**src/rtl/rtc_bus_arbiter_pkg.sv**
```systemverilog
// Shared owner codes, FSM encoding, RTC register map and arbitration helper.
// Latency: n/a (declarations only).
// Backpressure: n/a.
package rtc_pkg;

  // Bus owner codes as reported on grant
  localparam logic [1:0] OWN_INIT = 2'd0;
  localparam logic [1:0] OWN_RST  = 2'd1;
  localparam logic [1:0] OWN_WR   = 2'd2;
  localparam logic [1:0] OWN_POLL = 2'd3;

  // Arbiter FSM encoding
  localparam logic [2:0] ST_IDLE  = 3'd0;
  localparam logic [2:0] ST_ARB   = 3'd1;
  localparam logic [2:0] ST_ISSUE = 3'd2;
  localparam logic [2:0] ST_WAIT  = 3'd3;
  localparam logic [2:0] ST_DONE  = 3'd4;

  // RTC register map: the time/date block swept by the poller, plus the transfer register
  localparam logic [7:0] RTC_SEC  = 8'h21;
  localparam logic [7:0] RTC_MIN  = 8'h22;
  localparam logic [7:0] RTC_HOUR = 8'h23;
  localparam logic [7:0] RTC_DATE = 8'h24;
  localparam logic [7:0] RTC_MON  = 8'h25;
  localparam logic [7:0] RTC_YEAR = 8'h26;
  localparam logic [7:0] RTC_WDAY = 8'h27;
  localparam logic [7:0] RTC_XFER = 8'hF0;

  // Result of one arbitration round
  typedef struct packed {
    logic       vld;
    logic [1:0] owner;
  } pick_t;

  // Transaction captured in ARB and presented to the engine
  typedef struct packed {
    logic [1:0] owner;
    logic       rw;
    logic [7:0] addr;
    logic [7:0] data;
  } xact_t;

  // Fixed priority: init > rst > wr > poll
  function automatic pick_t pick_owner(input logic init_r, input logic rst_r,
                                       input logic wr_r, input logic poll_r);
    pick_t p;
    p.vld = init_r | rst_r | wr_r | poll_r;
    if (init_r)      p.owner = OWN_INIT;
    else if (rst_r)  p.owner = OWN_RST;
    else if (wr_r)   p.owner = OWN_WR;
    else             p.owner = OWN_POLL;
    return p;
  endfunction

endpackage

```
**src/rtl/rtc_bus_arbiter_if.sv**
```systemverilog
// Requester, protocol-engine and read-back signals of the RTC bus arbiter.
// Latency: n/a (wiring only).
// Backpressure: level requests held until ack/err; engine paced by start/done pulses.
interface rtc_bus_arbiter_if;

  // Requesters
  logic       init_req;
  logic       rst_req;
  logic       wr_req;
  logic [7:0] init_addr;
  logic [7:0] rst_addr;
  logic [7:0] wr_addr;
  logic [7:0] init_data;
  logic [7:0] rst_data;
  logic [7:0] wr_data;
  logic       init_ack;
  logic       rst_ack;
  logic       wr_ack;
  logic       poll_en;

  // Protocol engine
  logic       proto_start;
  logic       proto_rw;
  logic [7:0] proto_addr;
  logic [7:0] proto_data;
  logic       proto_done;
  logic [7:0] proto_rdata;

  // Poll read-back to the display register file
  logic       rd_valid;
  logic [7:0] rd_addr;
  logic [7:0] rd_data;

  // Status
  logic [1:0] grant;
  logic       busy;
  logic       err;

  // Arbiter side
  modport master (
    input  init_req, rst_req, wr_req,
    input  init_addr, rst_addr, wr_addr,
    input  init_data, rst_data, wr_data,
    input  poll_en, proto_done, proto_rdata,
    output init_ack, rst_ack, wr_ack,
    output proto_start, proto_rw, proto_addr, proto_data,
    output rd_valid, rd_addr, rd_data,
    output grant, busy, err
  );

  // Requester / engine side
  modport slave (
    output init_req, rst_req, wr_req,
    output init_addr, rst_addr, wr_addr,
    output init_data, rst_data, wr_data,
    output poll_en, proto_done, proto_rdata,
    input  init_ack, rst_ack, wr_ack,
    input  proto_start, proto_rw, proto_addr, proto_data,
    input  rd_valid, rd_addr, rd_data,
    input  grant, busy, err
  );

endinterface

```
**src/rtl/rtc_bus_arbiter_poll_timer.sv**
```systemverilog
// Periodic poll scheduler: period counter, sweep-pending flag and read index.
// Latency: pending rises the cycle after the counter wraps; idx advances the cycle after poll_ack.
// Backpressure: wraps while a sweep is pending are dropped; the sweep waits on the arbiter via poll_ack.
module rtc_poll_timer #(
  parameter int unsigned RD_PERIOD = 1_000_000,
  parameter int unsigned RD_COUNT  = 7
) (
  input  logic       clk,
  input  logic       Reset,
  input  logic       poll_en,
  input  logic       poll_ack,
  output logic       poll_pending,
  output logic [7:0] poll_idx
);

  localparam int unsigned CW = (RD_PERIOD > 1) ? $clog2(RD_PERIOD) : 1;

  logic [CW-1:0] period_cnt;
  logic          period_wrap;
  logic          sweep_done;

  assign period_wrap = (period_cnt == CW'(RD_PERIOD - 1));
  // Last read of the sweep has just finished (completed or timed out)
  assign sweep_done  = poll_ack && (poll_idx == 8'(RD_COUNT - 1));

  // Free-running period counter, parked at zero while polling is disabled
  always_ff @(posedge clk or negedge Reset) begin
    if (!Reset) begin
      period_cnt <= '0;
    end else if (!poll_en || period_wrap) begin
      period_cnt <= '0;
    end else begin
      period_cnt <= period_cnt + 1'b1;
    end
  end

  // Sweep bookkeeping: a wrap arms a sweep, each finished read steps idx, the last one disarms
  always_ff @(posedge clk or negedge Reset) begin
    if (!Reset) begin
      poll_pending <= 1'b0;
      poll_idx     <= '0;
    end else if (!poll_en) begin
      poll_pending <= 1'b0;
      poll_idx     <= '0;
    end else if (poll_ack && poll_pending) begin
      // An ack from a read started before a disable/enable toggle is ignored above
      if (sweep_done) begin
        poll_pending <= 1'b0;
        poll_idx     <= '0;
      end else begin
        poll_idx     <= poll_idx + 8'd1;
      end
    end else if (period_wrap) begin
      poll_pending <= 1'b1;
    end
  end

endmodule

```
**src/rtl/rtc_bus_arbiter.sv**
```systemverilog
// Shares the RTC protocol engine between init/rst/wr requesters and the register poller.
// Latency: request to proto_start 2 cycles; proto_done to ack/rd_valid 1 cycle; done to next start 4 cycles.
// Backpressure: one transaction at a time; requests wait at level, poll sweeps yield between reads.
module rtc_bus_arbiter #(
  parameter int unsigned RD_PERIOD = 1_000_000,
  parameter logic [7:0]  RD_BASE   = 8'h21,
  parameter int unsigned RD_COUNT  = 7,
  parameter int unsigned TIMEOUT   = 1024
) (
  input logic               clk,
  input logic               Reset,
  rtc_bus_arbiter_if.master bus
);

  import rtc_pkg::*;

  localparam int unsigned TW = (TIMEOUT > 1) ? $clog2(TIMEOUT) : 1;

  logic [2:0]    state;
  logic [TW-1:0] tcnt;
  logic          tmo_hit;
  logic          poll_ack;
  logic          poll_pending;
  logic [7:0]    poll_idx;
  logic          poll_want;
  logic          any_req;
  pick_t         pick;
  xact_t         nxt;

  rtc_poll_timer #(
    .RD_PERIOD (RD_PERIOD),
    .RD_COUNT  (RD_COUNT)
  ) u_poll_timer (
    .clk          (clk),
    .Reset        (Reset),
    .poll_en      (bus.poll_en),
    .poll_ack     (poll_ack),
    .poll_pending (poll_pending),
    .poll_idx     (poll_idx)
  );

  // A pending sweep only competes while polling is still enabled
  assign poll_want = poll_pending & bus.poll_en;
  assign any_req   = bus.init_req | bus.rst_req | bus.wr_req | poll_want;
  assign pick      = pick_owner(bus.init_req, bus.rst_req, bus.wr_req, poll_want);
  // tcnt is zero in ISSUE and steps every cycle after, so expiry lands TIMEOUT cycles after proto_start
  assign tmo_hit   = (tcnt == TW'(TIMEOUT - 1));

  // Build the transaction the winning owner would launch
  always_comb begin
    nxt.owner = pick.owner;
    nxt.rw    = 1'b0;
    nxt.addr  = bus.wr_addr;
    nxt.data  = bus.wr_data;
    case (pick.owner)
      OWN_INIT: begin
        nxt.addr = bus.init_addr;
        nxt.data = bus.init_data;
      end
      OWN_RST: begin
        nxt.addr = bus.rst_addr;
        nxt.data = bus.rst_data;
      end
      OWN_POLL: begin
        nxt.rw   = 1'b1;
        nxt.addr = RD_BASE + poll_idx;
        nxt.data = 8'h00;
      end
      default: ;
    endcase
  end

  // Arbiter FSM with all bus-facing outputs registered
  always_ff @(posedge clk or negedge Reset) begin
    if (!Reset) begin
      state           <= ST_IDLE;
      tcnt            <= '0;
      poll_ack        <= 1'b0;
      bus.init_ack    <= 1'b0;
      bus.rst_ack     <= 1'b0;
      bus.wr_ack      <= 1'b0;
      bus.proto_start <= 1'b0;
      bus.proto_rw    <= 1'b0;
      bus.proto_addr  <= '0;
      bus.proto_data  <= '0;
      bus.rd_valid    <= 1'b0;
      bus.rd_addr     <= '0;
      bus.rd_data     <= '0;
      bus.grant       <= OWN_INIT;
      bus.busy        <= 1'b0;
      bus.err         <= 1'b0;
    end else begin
      // Single-cycle pulses
      poll_ack        <= 1'b0;
      bus.init_ack    <= 1'b0;
      bus.rst_ack     <= 1'b0;
      bus.wr_ack      <= 1'b0;
      bus.proto_start <= 1'b0;
      bus.rd_valid    <= 1'b0;
      bus.err         <= 1'b0;

      case (state)
        ST_IDLE: begin
          if (any_req) state <= ST_ARB;
        end

        ST_ARB: begin
          // The request that woke us may have been withdrawn; go back quietly
          if (pick.vld) begin
            bus.grant       <= nxt.owner;
            bus.proto_rw    <= nxt.rw;
            bus.proto_addr  <= nxt.addr;
            bus.proto_data  <= nxt.data;
            bus.proto_start <= 1'b1;
            bus.busy        <= 1'b1;
            tcnt            <= '0;
            state           <= ST_ISSUE;
          end else begin
            state <= ST_IDLE;
          end
        end

        ST_ISSUE: begin
          tcnt  <= tcnt + 1'b1;
          state <= ST_WAIT;
        end

        ST_WAIT: begin
          // Done is checked first so it wins over a coincident expiry
          if (bus.proto_done) begin
            state <= ST_DONE;
            case (bus.grant)
              OWN_INIT: bus.init_ack <= 1'b1;
              OWN_RST:  bus.rst_ack  <= 1'b1;
              OWN_WR:   bus.wr_ack   <= 1'b1;
              default: begin
                bus.rd_valid <= 1'b1;
                bus.rd_addr  <= bus.proto_addr;
                bus.rd_data  <= bus.proto_rdata;
                poll_ack     <= 1'b1;
              end
            endcase
          end else if (tmo_hit) begin
            // No ack: a held request is simply re-arbitrated; a poll read is skipped
            bus.err  <= 1'b1;
            bus.busy <= 1'b0;
            poll_ack <= (bus.grant == OWN_POLL);
            state    <= ST_IDLE;
          end else begin
            tcnt <= tcnt + 1'b1;
          end
        end

        ST_DONE: begin
          bus.busy <= 1'b0;
          state    <= ST_IDLE;
        end

        default: state <= ST_IDLE;
      endcase
    end
  end

endmodule

```
**src/flat_wrapper.sv**
```systemverilog
// flat-port wrapper written by rule: the top's interface ports become plain ports
module rtc_bus_arbiter_flat import rtc_pkg::*;
#(
  parameter int unsigned RD_PERIOD = 1_000_000,
  parameter logic [7:0]  RD_BASE   = 8'h21,
  parameter int unsigned RD_COUNT  = 7,
  parameter int unsigned TIMEOUT   = 1024
)
  (clk, Reset, bus_init_req, bus_rst_req, bus_wr_req, bus_init_addr, bus_rst_addr, bus_wr_addr, bus_init_data, bus_rst_data, bus_wr_data, bus_poll_en, bus_proto_done, bus_proto_rdata, bus_init_ack, bus_rst_ack, bus_wr_ack, bus_proto_start, bus_proto_rw, bus_proto_addr, bus_proto_data, bus_rd_valid, bus_rd_addr, bus_rd_data, bus_grant, bus_busy, bus_err);
  rtc_bus_arbiter_if bus_i ();
  input logic clk;
  input logic Reset;
  input wire logic [$bits(bus_i.init_req)-1:0] bus_init_req;
  input wire logic [$bits(bus_i.rst_req)-1:0] bus_rst_req;
  input wire logic [$bits(bus_i.wr_req)-1:0] bus_wr_req;
  input wire logic [$bits(bus_i.init_addr)-1:0] bus_init_addr;
  input wire logic [$bits(bus_i.rst_addr)-1:0] bus_rst_addr;
  input wire logic [$bits(bus_i.wr_addr)-1:0] bus_wr_addr;
  input wire logic [$bits(bus_i.init_data)-1:0] bus_init_data;
  input wire logic [$bits(bus_i.rst_data)-1:0] bus_rst_data;
  input wire logic [$bits(bus_i.wr_data)-1:0] bus_wr_data;
  input wire logic [$bits(bus_i.poll_en)-1:0] bus_poll_en;
  input wire logic [$bits(bus_i.proto_done)-1:0] bus_proto_done;
  input wire logic [$bits(bus_i.proto_rdata)-1:0] bus_proto_rdata;
  output wire logic [$bits(bus_i.init_ack)-1:0] bus_init_ack;
  output wire logic [$bits(bus_i.rst_ack)-1:0] bus_rst_ack;
  output wire logic [$bits(bus_i.wr_ack)-1:0] bus_wr_ack;
  output wire logic [$bits(bus_i.proto_start)-1:0] bus_proto_start;
  output wire logic [$bits(bus_i.proto_rw)-1:0] bus_proto_rw;
  output wire logic [$bits(bus_i.proto_addr)-1:0] bus_proto_addr;
  output wire logic [$bits(bus_i.proto_data)-1:0] bus_proto_data;
  output wire logic [$bits(bus_i.rd_valid)-1:0] bus_rd_valid;
  output wire logic [$bits(bus_i.rd_addr)-1:0] bus_rd_addr;
  output wire logic [$bits(bus_i.rd_data)-1:0] bus_rd_data;
  output wire logic [$bits(bus_i.grant)-1:0] bus_grant;
  output wire logic [$bits(bus_i.busy)-1:0] bus_busy;
  output wire logic [$bits(bus_i.err)-1:0] bus_err;
  assign bus_i.init_req = bus_init_req;
  assign bus_i.rst_req = bus_rst_req;
  assign bus_i.wr_req = bus_wr_req;
  assign bus_i.init_addr = bus_init_addr;
  assign bus_i.rst_addr = bus_rst_addr;
  assign bus_i.wr_addr = bus_wr_addr;
  assign bus_i.init_data = bus_init_data;
  assign bus_i.rst_data = bus_rst_data;
  assign bus_i.wr_data = bus_wr_data;
  assign bus_i.poll_en = bus_poll_en;
  assign bus_i.proto_done = bus_proto_done;
  assign bus_i.proto_rdata = bus_proto_rdata;
  assign bus_init_ack = bus_i.init_ack;
  assign bus_rst_ack = bus_i.rst_ack;
  assign bus_wr_ack = bus_i.wr_ack;
  assign bus_proto_start = bus_i.proto_start;
  assign bus_proto_rw = bus_i.proto_rw;
  assign bus_proto_addr = bus_i.proto_addr;
  assign bus_proto_data = bus_i.proto_data;
  assign bus_rd_valid = bus_i.rd_valid;
  assign bus_rd_addr = bus_i.rd_addr;
  assign bus_rd_data = bus_i.rd_data;
  assign bus_grant = bus_i.grant;
  assign bus_busy = bus_i.busy;
  assign bus_err = bus_i.err;
  rtc_bus_arbiter #(.RD_PERIOD(RD_PERIOD), .RD_BASE(RD_BASE), .RD_COUNT(RD_COUNT), .TIMEOUT(TIMEOUT)) u_core (.clk(clk), .Reset(Reset), .bus(bus_i));
endmodule
```
**config.mk**
```make
export PLATFORM = sky130hd
export DESIGN_NAME = rtc_bus_arbiter_flat
export DESIGN_NICKNAME = d
export VERILOG_FILES = /design/src/rtl/rtc_bus_arbiter_pkg.sv /design/src/rtl/rtc_bus_arbiter_if.sv /design/src/rtl/rtc_bus_arbiter_poll_timer.sv /design/src/rtl/rtc_bus_arbiter.sv /design/src/flat_wrapper.sv
export SDC_FILE = /design/constraint.sdc
export NUM_CORES = 1
export LEC_CHECK = 0
export CORE_MARGIN = 3
export CORE_UTILIZATION = 49
export DETAILED_ROUTE_END_ITERATION = 10
export PLACE_DENSITY = 0.8
export SLEW_MARGIN = 15
export SYNTH_ARGS = -nofsm -noshare
export SYNTH_HDL_FRONTEND = slang
export SYNTH_SLANG_ARGS = --single-unit
export TNS_END_PERCENT = 100
```
**constraint.sdc**
```tcl
create_clock -name clk -period 2.42 [get_ports clk]
set_input_delay 0.363 -clock clk [delete_from_list [all_inputs] [get_ports clk]]
set_output_delay 0.363 -clock clk [all_outputs]
set_load 0.05 [all_outputs]
```
==> results.rst, run 1 <==
.. list-table::
   :header-rows: 1

   * - Metric
     - Value
   * - Status
     - completed
   * - Mapped Cells
     - roughly 420
   * - Finished Cell Area
     - roughly 0.0054 sq mm
   * - Share of the synthesized area in the top cell type
     - 51.7%
   * - CP arrival
     - 2.33 ns
   * - Hold_ws
     - between 0.003 and 0.004 ns
   * - Commonest cells after routing, fill and taps aside
     - clkdlybuf4s50_1, dfrtp_1, nand2_1
   * - Die Height
     - 97.6 microns
   * - Most frequent standard cell in the layout excluding fill and tap cells
     - clkdlybuf4s50_1
   * - Routed wire per std cell
     - around 16 microns
   * - Maximum number of pins on one net before global-route repair
     - 45
   * - Post-detail-place hpwl
     - 7.38 mm
   * - Total cell area at the placement stage
     - approximately 0.0053 sq mm
   * - Total CTS buffers
     - 9
   * - Vias in the first global route
     - 3516
   * - Max-slew violations
     - 0
   * - Flip-flop cell with the highest count after synthesis
     - dfrtp_1
   * - Global-route wire length before repair
     - 17.0 mm
   * - Detail-routed via count per cell
     - 5.57
   * - Standard-cell row count
     - 32
   * - Synth Area per Inst
     - between 9 and 10 sq um
   * - Skew final
     - 0.00962 ns
   * - Worst hold-check path type
     - input port to asynchronous set/reset pin
   * - Register area share after synthesis
     - 51.7%
   * - Clk pwr share
     - 17.1%
   * - Total of endpoints with negative setup slack in the final report
     - 0
   * - Setup slack at placement
     - 0.184 ns
   * - Post-synthesis cell area
     - 0.00411 sq mm
   * - Achievable frequency
     - 470 MHz
   * - Placer Congestion
     - roughly 0.9
   * - Net switching share of the total power
     - 42.9%
   * - Core Util, Final
     - 68.7%
   * - Cell at the root of the clock tree
     - clkbuf_8
   * - Wirelength, routed
     - 9.93 mm
   * - Fraction of registers with async set or reset after synthesis
     - 100%
   * - EDFF count, synth
     - 0
   * - Post-route setup TNS
     - 0 ns
   * - Port-buffer cells
     - 104
   * - Effective utilization at floorplan
     - 51.9%
   * - Classification of the worst setup path
     - flip-flop to flip-flop
   * - Area of the core
     - ~0.0079 sq mm
   * - Ranking of synthesized cells by area
     - dfrtp_1, nand2_1, mux2_2
   * - Post-synth cell types
     - 44
   * - Measured slew at the worst slew-check pin
     - about 0.63 ns
   * - Die W
     - 97.6 microns
   * - ANT nets after route
     - 0
   * - Slew margin rel.
     - slightly below 60%
   * - Share of power burned in registers
     - 37.7%
   * - Final Hold Vio Count
     - 0
   * - Crit start category
     - flip-flop
   * - Worst setup slack after layout
     - 0.293 ns
   * - Number of nets in the layout
     - 592
   * - Leftover overflow at the end of global routing
     - 0
   * - Number of buffers inserted by hold repair at cts
     - 0
   * - Latest clock arrival within the worst-skew pair
     - 0.35 ns
   * - Combinational power share
     - 45.2%
   * - Layout-stage area growth over the synthesis result
     - 32.4%
   * - Crit. End Element
     - flip-flop
   * - Yosys Warn Count
     - 0
   * - Drt first pass iters
     - 5
   * - Antenna cell count
     - 0
   * - Clk slew on worst S/H paths
     - 0.08 ns
   * - Dominant cell type by area after synthesis
     - dfrtp_1
   * - IO Count
     - 105
   * - CTS H-Tree Depth
     - 3
   * - Total Routing Usage GR
     - between 20% and 30%
   * - Share of layout cells above drive strength 1
     - a little under 9%
   * - Number of resized instances in the post-cts repair step
     - 0
   * - Synthesized netlist net count
     - 489
   * - Portion of the clock cycle consumed by the worst path in the final layout
     - 87.9%
   * - Min cycle time layout
     - around 2.1 ns
   * - Number of vias after detailed routing
     - between 3000 and 4000
   * - Post-route DRC
     - 0
   * - Crit path max fanout
     - 17
   * - Max IR drop VDD
     - 601 uV
   * - TritonCTS clock tree
     - built
   * - Reported net switching power
     - ~0.0023 W
   * - Clk sink count
     - 85
   * - Req. time, crit path
     - 2.63 ns
   * - Reported max-cap violation count
     - 0
   * - Antenna violations before repair
     - 0
   * - Die area
     - 0.00953 sq mm
   * - Power per Cell Area
     - 972 mW/mm^2
   * - Flops & latches, synth
     - 85
   * - Setup repair after global routing missed its margin
     - no
   * - Detailed Route Iter0 Violations
     - ~150
   * - Cell internal pwr
     - ~0.0030 W
   * - Setup repair bufs after CTS
     - 0
   * - Max clock buf depth
     - 2
   * - Leakage power of the design
     - ~2.4 nW
-- state kept, by name (all words and copies together) (netlist names) --
name and count:
u_core.bus.proto_data 8, u_core.bus.proto_start 1, u_core.bus.err 1, u_core.bus.rst_ack 1, u_core.state 3, u_core.bus.busy 1, u_core.u_poll_timer.period_cnt 20, u_core.bus.rd_addr 8
u_core.bus.init_ack 1, u_core.bus.proto_rw 1, u_core.bus.rd_valid 1, u_core.poll_ack 1, u_core.bus.wr_ack 1, u_core.bus.proto_addr 8, u_core.bus.grant 2, u_core.tcnt 10
u_core.u_poll_timer.poll_idx 8, u_core.u_poll_timer.poll_pending 1, u_core.bus.rd_data 8
-- final cells by class --
class                           instances  area [sq um]
Clock inverter                          3          20.0
Inverter                                7          28.8
Timing Repair Buffer                  113          1120
Clock buffer                           13           159
Sequential cell                        85          2130
Multi-Input combinational cell        309          1860
Tap cell                              102           128
Fill cell                             626          2480
-- worst max-delay path, stage by stage (launching register included) --
cell	delay, ns
dfrtp_1	0.40
ha_1	0.24
and3_1	0.23
nand3_1	0.12
or3_1	0.41
nand2_1	0.46
nor2_1	0.12
-- cell usage after synthesis (all sizes together), types with 2 or more instances --
master and n:
dfrtp 85, nand2 61, nor2 38, a21oi 29
o21ai 26, nand3 21, mux2 18, xor2 18
clkbuf 14, and3 12, nand3b 12, buf 7
inv 7, nand4 7, xnor2 7, mux2i 6
nor3 5, nor3b 5, and2 4, ha 4
a211oi 3, a21o 3, a221oi 3, nor2b 3
o221ai 3, o31ai 3, or3 3, nand2b 2
o22a 2
-- stage by stage --
step | power (W) | instances
detailed placement | 0.00442 | 616
CTS | 0.00533 | 632
global route | 0.00558 | 632
finish | 0.00529 | 632
global placement | 0.00437 | 616
floorplan | 0.00353 | 422
-- metal layers --
metal	GRT usage, %	wire (microns)	part of all wire (%)
met1	28.0	4190	42
met2	35.2	4700	47
met3	6.10	850	8.6
met4	6.50	186	1.9
met5	0	0	0
-- path summary, 6_finish.rpt --
kind,slack [ns],cells past startpoint,from,endpoint
worst max register to register,0.29,6,u_core.u_poll_timer.period_cnt[0],u_core.u_poll_timer.period_cnt[16]
max in group asynchronous,1.80,2,Reset,u_core.bus.rd_data[6]
min in group clk,0.49,2,u_core.bus.proto_data[2],u_core.bus.proto_data[2]
worst max-delay path,0.29,6,u_core.u_poll_timer.period_cnt[0],u_core.u_poll_timer.period_cnt[16]
worst min register to register,0.49,2,u_core.bus.proto_data[2],u_core.bus.proto_data[2]
worst min-delay path,0.004,1,Reset,u_core.bus.rd_addr[7]
-- cells by family (layout without fill, tap and decap cells) --
family | after synthesis | count (layout) | synth area share [%]
buffers and inverters | 28 | 136 | 2.95
adders and majority gates | 4 | 4 | 1.22
AOI/OAI and AO/OA | 77 | 77 | 11.1
muxes | 24 | 24 | 6.39
DFF | 85 | 85 | 51.7
and+or+nand+nor | 179 | 179 | 21.3
xor gates and xnor gates | 25 | 25 | 5.32
-- power by group through the flow --
stage / sequential (W) / combinational, W / clock, W
6_report: 0.00200 / 0.00239 / 0.000906
5_1_grt: 0.00205 / 0.00254 / 0.000991
4_1_cts: 0.00200 / 0.00241 / 0.000926
3_5_place_dp: 0.00202 / 0.00240 / 0
3_3_place_gp: 0.00201 / 0.00236 / 0
2_1_floorplan: 0.00291 / 0.000618 / 0
Note: power is estimated with default switching activity, not from simulation.
==> inputs of run 2 (changes only) <==
--- a/config.mk
+++ b/config.mk
@@ -5,10 +5,12 @@
 export SDC_FILE = /design/constraint.sdc
 export NUM_CORES = 1
 export LEC_CHECK = 0
+export CELL_PAD_IN_SITES_DETAIL_PLACEMENT = 1
+export CELL_PAD_IN_SITES_GLOBAL_PLACEMENT = 1
 export CORE_MARGIN = 3
-export CORE_UTILIZATION = 49
+export CORE_UTILIZATION = 37
 export DETAILED_ROUTE_END_ITERATION = 10
-export PLACE_DENSITY = 0.8
+export PLACE_DENSITY_LB_ADDON = 0.1
 export SLEW_MARGIN = 15
 export SYNTH_ARGS = -nofsm -noshare
 export SYNTH_HDL_FRONTEND = slang
==> run 2 against run 1 <==
  * Clock power rose by 18%
  * Combinational power rose by 2%
  * First-iteration DRC count fell by 16%
  * Fmax fell by 0.16%
  * Wire length rose by 15%
  * Critical endpoint is now u_core.tcnt[8]
  * Critical path type unchanged
  * Count of clock-buffer cells in the layout did not move
  * Sequential share of layout area fell by 0.91 points
  * Worst setup slack got worse by 0.0033 ns
  * Non-clock buffer count rose by 5
  * Power rose by 4.1%
  * Via count fell by 0.28%
  * Largest power group unchanged
==> results.rst, run 2 (synthesis results as in run 1) <==
.. list-table::
   :header-rows: 1

   * - Metric
     - Value
   * - Status
     - completed
   * - Detail-routed via count per cell
     - approximately 5.2
   * - Slew margin rel.
     - 56.7%
   * - Port-buffer cells
     - about 100
   * - Total Routing Usage GR
     - roughly a fifth
   * - CTS H-Tree Depth
     - 3
   * - Most flops, register
     - u_core.u_poll_timer.period_cnt
   * - Antenna cell count
     - 0
   * - R2r endpoint
     - u_core.tcnt[8]
   * - Standard-cell row count
     - 37
   * - Leakage power of the design
     - 2.43 nW
   * - Crit. End Element
     - flip-flop
   * - Total CTS buffers
     - 9
   * - Min cycle time layout
     - 2.13 ns
   * - Non-filler instance count after layout
     - 671
   * - Post-placement cell count
     - roughly 650
   * - Cell type of the slowest stage on the worst timing path
     - or4_1
   * - Number of nets in the layout
     - between 500 and 600
   * - Hold Path Origin
     - u_core.bus.proto_data[0]
   * - Crit path max fanout
     - 9
   * - Worst reg2reg setup slack
     - 0.29 ns
   * - Series of cell instances along the critical path
     - ha_1 -> and3_1 -> a31o_2 -> a21o_1 -> or4_1 -> nand2_1
   * - Die area
     - 0.0124 sq mm
   * - Drt first pass iters
     - 4
   * - IO Count
     - 105
   * - Worst hold-check path type
     - flip-flop to flip-flop
   * - Setup repair after global routing missed its margin
     - no
   * - Most frequent standard cell in the layout excluding fill and tap cells
     - clkdlybuf4s50_1
   * - Latest clock arrival within the worst-skew pair
     - 0.37 ns
   * - Largest registers in the final layout
     - u_core.u_poll_timer.period_cnt (20), u_core.tcnt (10)
   * - Die W
     - ~110 microns
   * - Reported max-cap violation count
     - 0
   * - Number of resized instances in the post-cts repair step
     - 0
   * - Die Height
     - 111 microns
   * - Max clock buf depth
     - 2
   * - Total of endpoints with negative setup slack in the final report
     - 0
   * - Number of vias after detailed routing
     - 3509
   * - Hold-critical path depth
     - 2
   * - Met2 layer usage reported by global route
     - roughly a third
   * - Commonest cells after routing, fill and taps aside
     - clkdlybuf4s50_1, dfrtp_1, nand2_1
   * - Achievable frequency
     - 469 MHz
   * - Post-detail-place hpwl
     - 8.48 mm
   * - Clk sink count
     - 85
   * - Routed wire per std cell
     - 17.0 microns
   * - Antenna violations before repair
     - 0
   * - Clk slew on worst S/H paths
     - 0.09 ns
   * - Post-route DRC
     - 0
   * - Detailed Route Iter0 Violations
     - 129
   * - Area of the core
     - 0.0106 sq mm
   * - Number of cells on the worst reg-to-reg path
     - 6
   * - R2r startpoint
     - u_core.tcnt[0]
   * - Grt met1 use
     - a little under a quarter
   * - Skew final
     - between 0.01 and 0.015 ns
   * - Setup repair bufs after CTS
     - 0
   * - Power per Cell Area
     - 989 mW/mm^2
   * - Max IR drop VDD
     - ~440 uV
   * - Cell at the root of the clock tree
     - clkbuf_8
   * - Max-slew violations
     - 0
   * - TritonCTS clock tree
     - built
   * - Measured slew at the worst slew-check pin
     - roughly 0.64 ns
   * - Post-route setup TNS
     - 0 ns
   * - Effective utilization at floorplan
     - 39.0%
   * - Layout-stage area growth over the synthesis result
     - 35.6%
   * - Max reg flops
     - 20
   * - Global route hottest layer
     - met2
   * - Global-route wire length before repair
     - 19.3 mm
   * - Req. time, crit path
     - 2.72 ns
   * - Wirelength, routed
     - 11.4 mm
   * - Met3 Use GR
     - roughly 6.6%
   * - Maximum cell stage delay along the critical path
     - 0.51 ns
   * - Classification of the worst setup path
     - flip-flop to flip-flop
   * - Maximum number of pins on one net before global-route repair
     - 40
   * - Placer Congestion
     - 0.764
   * - Share of layout cells above drive strength 1
     - 9.72%
   * - Final Hold Vio Count
     - 0
   * - CP arrival
     - 2.43 ns
   * - Hold Path End
     - u_core.bus.proto_data[0]
   * - ANT nets after route
     - 0
   * - Leftover overflow at the end of global routing
     - 0
   * - Crit start category
     - flip-flop
   * - Vias in the first global route
     - around 3800
   * - Portion of the clock cycle consumed by the worst path in the final layout
     - 88.0%
==> run 2: cell count changes in the layout (fill, tap and decap cells not counted), sizes merged <==
| cell | before | now |
|---|---|---|
| buf | 10 | 14 |
| bufinv | 0 | 1 |
| clkinvlp | 2 | 1 |
| dlygate4sd3 | 0 | 1 |
==> run 2: repair_timing <==
action,CTS,global route
hold endpoints to repair,37,0
hold buffers,1,0
setup endpoints to repair,0,0
==> run 2: power breakdown <==
part / leakage, nW / internal [W] / switching, W / total (W)
sequential: 1.13 / 0.00175 / 0.000267 / 0.00201
clock: 0.106 / 0.000561 / 0.000506 / 0.00107
combinational: 1.20 / 0.000871 / 0.00156 / 0.00243
total: 2.43 / 0.00318 / 0.00234 / 0.00551
==> run 2: metrics by stage <==
step	cell area [sq um]	utilization (%)	setup WS, ns	hold WS (ns)	total power, W
after detailed placement	5350	50.7	0.115	0.390	0.00450
after global routing	5580	52.8	0.172	0.527	0.00582
after global placement	5350	50.7	0.196	0.385	0.00444
after floorplan	4110	-	0.494	0.0674	0.00353
final	5580	52.8	0.290	0.488	0.00551
after CTS	5580	52.8	0.290	0.498	0.00558
==> run 2: area by class of cell <==
cell class,count,area [sq um]
fillers,1209,4980
flip-flops and latches,85,2130
multi-input cells,309,1870
repair buffers,118,1170
well taps,136,170
clock buffers,13,169
clock inverters,3,42.5
inverters,7,28.8
==> run 2: routing by layer <==
layer | vias to the layer above | wire [microns]
li1 | 1682 | -
met2 | 72 | 5430
met4 | 0 | 187
met5 | - | 0
met3 | 15 | 714
met1 | 1740 | 5070
==> run 2: how the worst max path moves through the flow <==
stage	slack (ns)	cells after the start	end	from
CTS	0.29	6	u_core.tcnt[8]	u_core.tcnt[0]
global route	0.17	6	u_core.tcnt[8]	u_core.tcnt[0]
floorplan	0.49	4	u_core.bus.rd_data[0]	u_core.bus.grant[0]
global placement	0.20	7	u_core.tcnt[8]	bus_init_req
detailed placement	0.12	7	u_core.tcnt[8]	bus_init_req
finish	0.29	6	u_core.tcnt[8]	u_core.tcnt[0]
==> run 2: worst max-delay path, delay by kind of cell, from the launching register on <==
kind | cells | cell delay [ns]
AOI/OAI and AO/OA | 2 | 0.55
adders and majority gates | 1 | 0.26
DFF | 1 | 0.43
and+or+nand+nor | 3 | 0.83
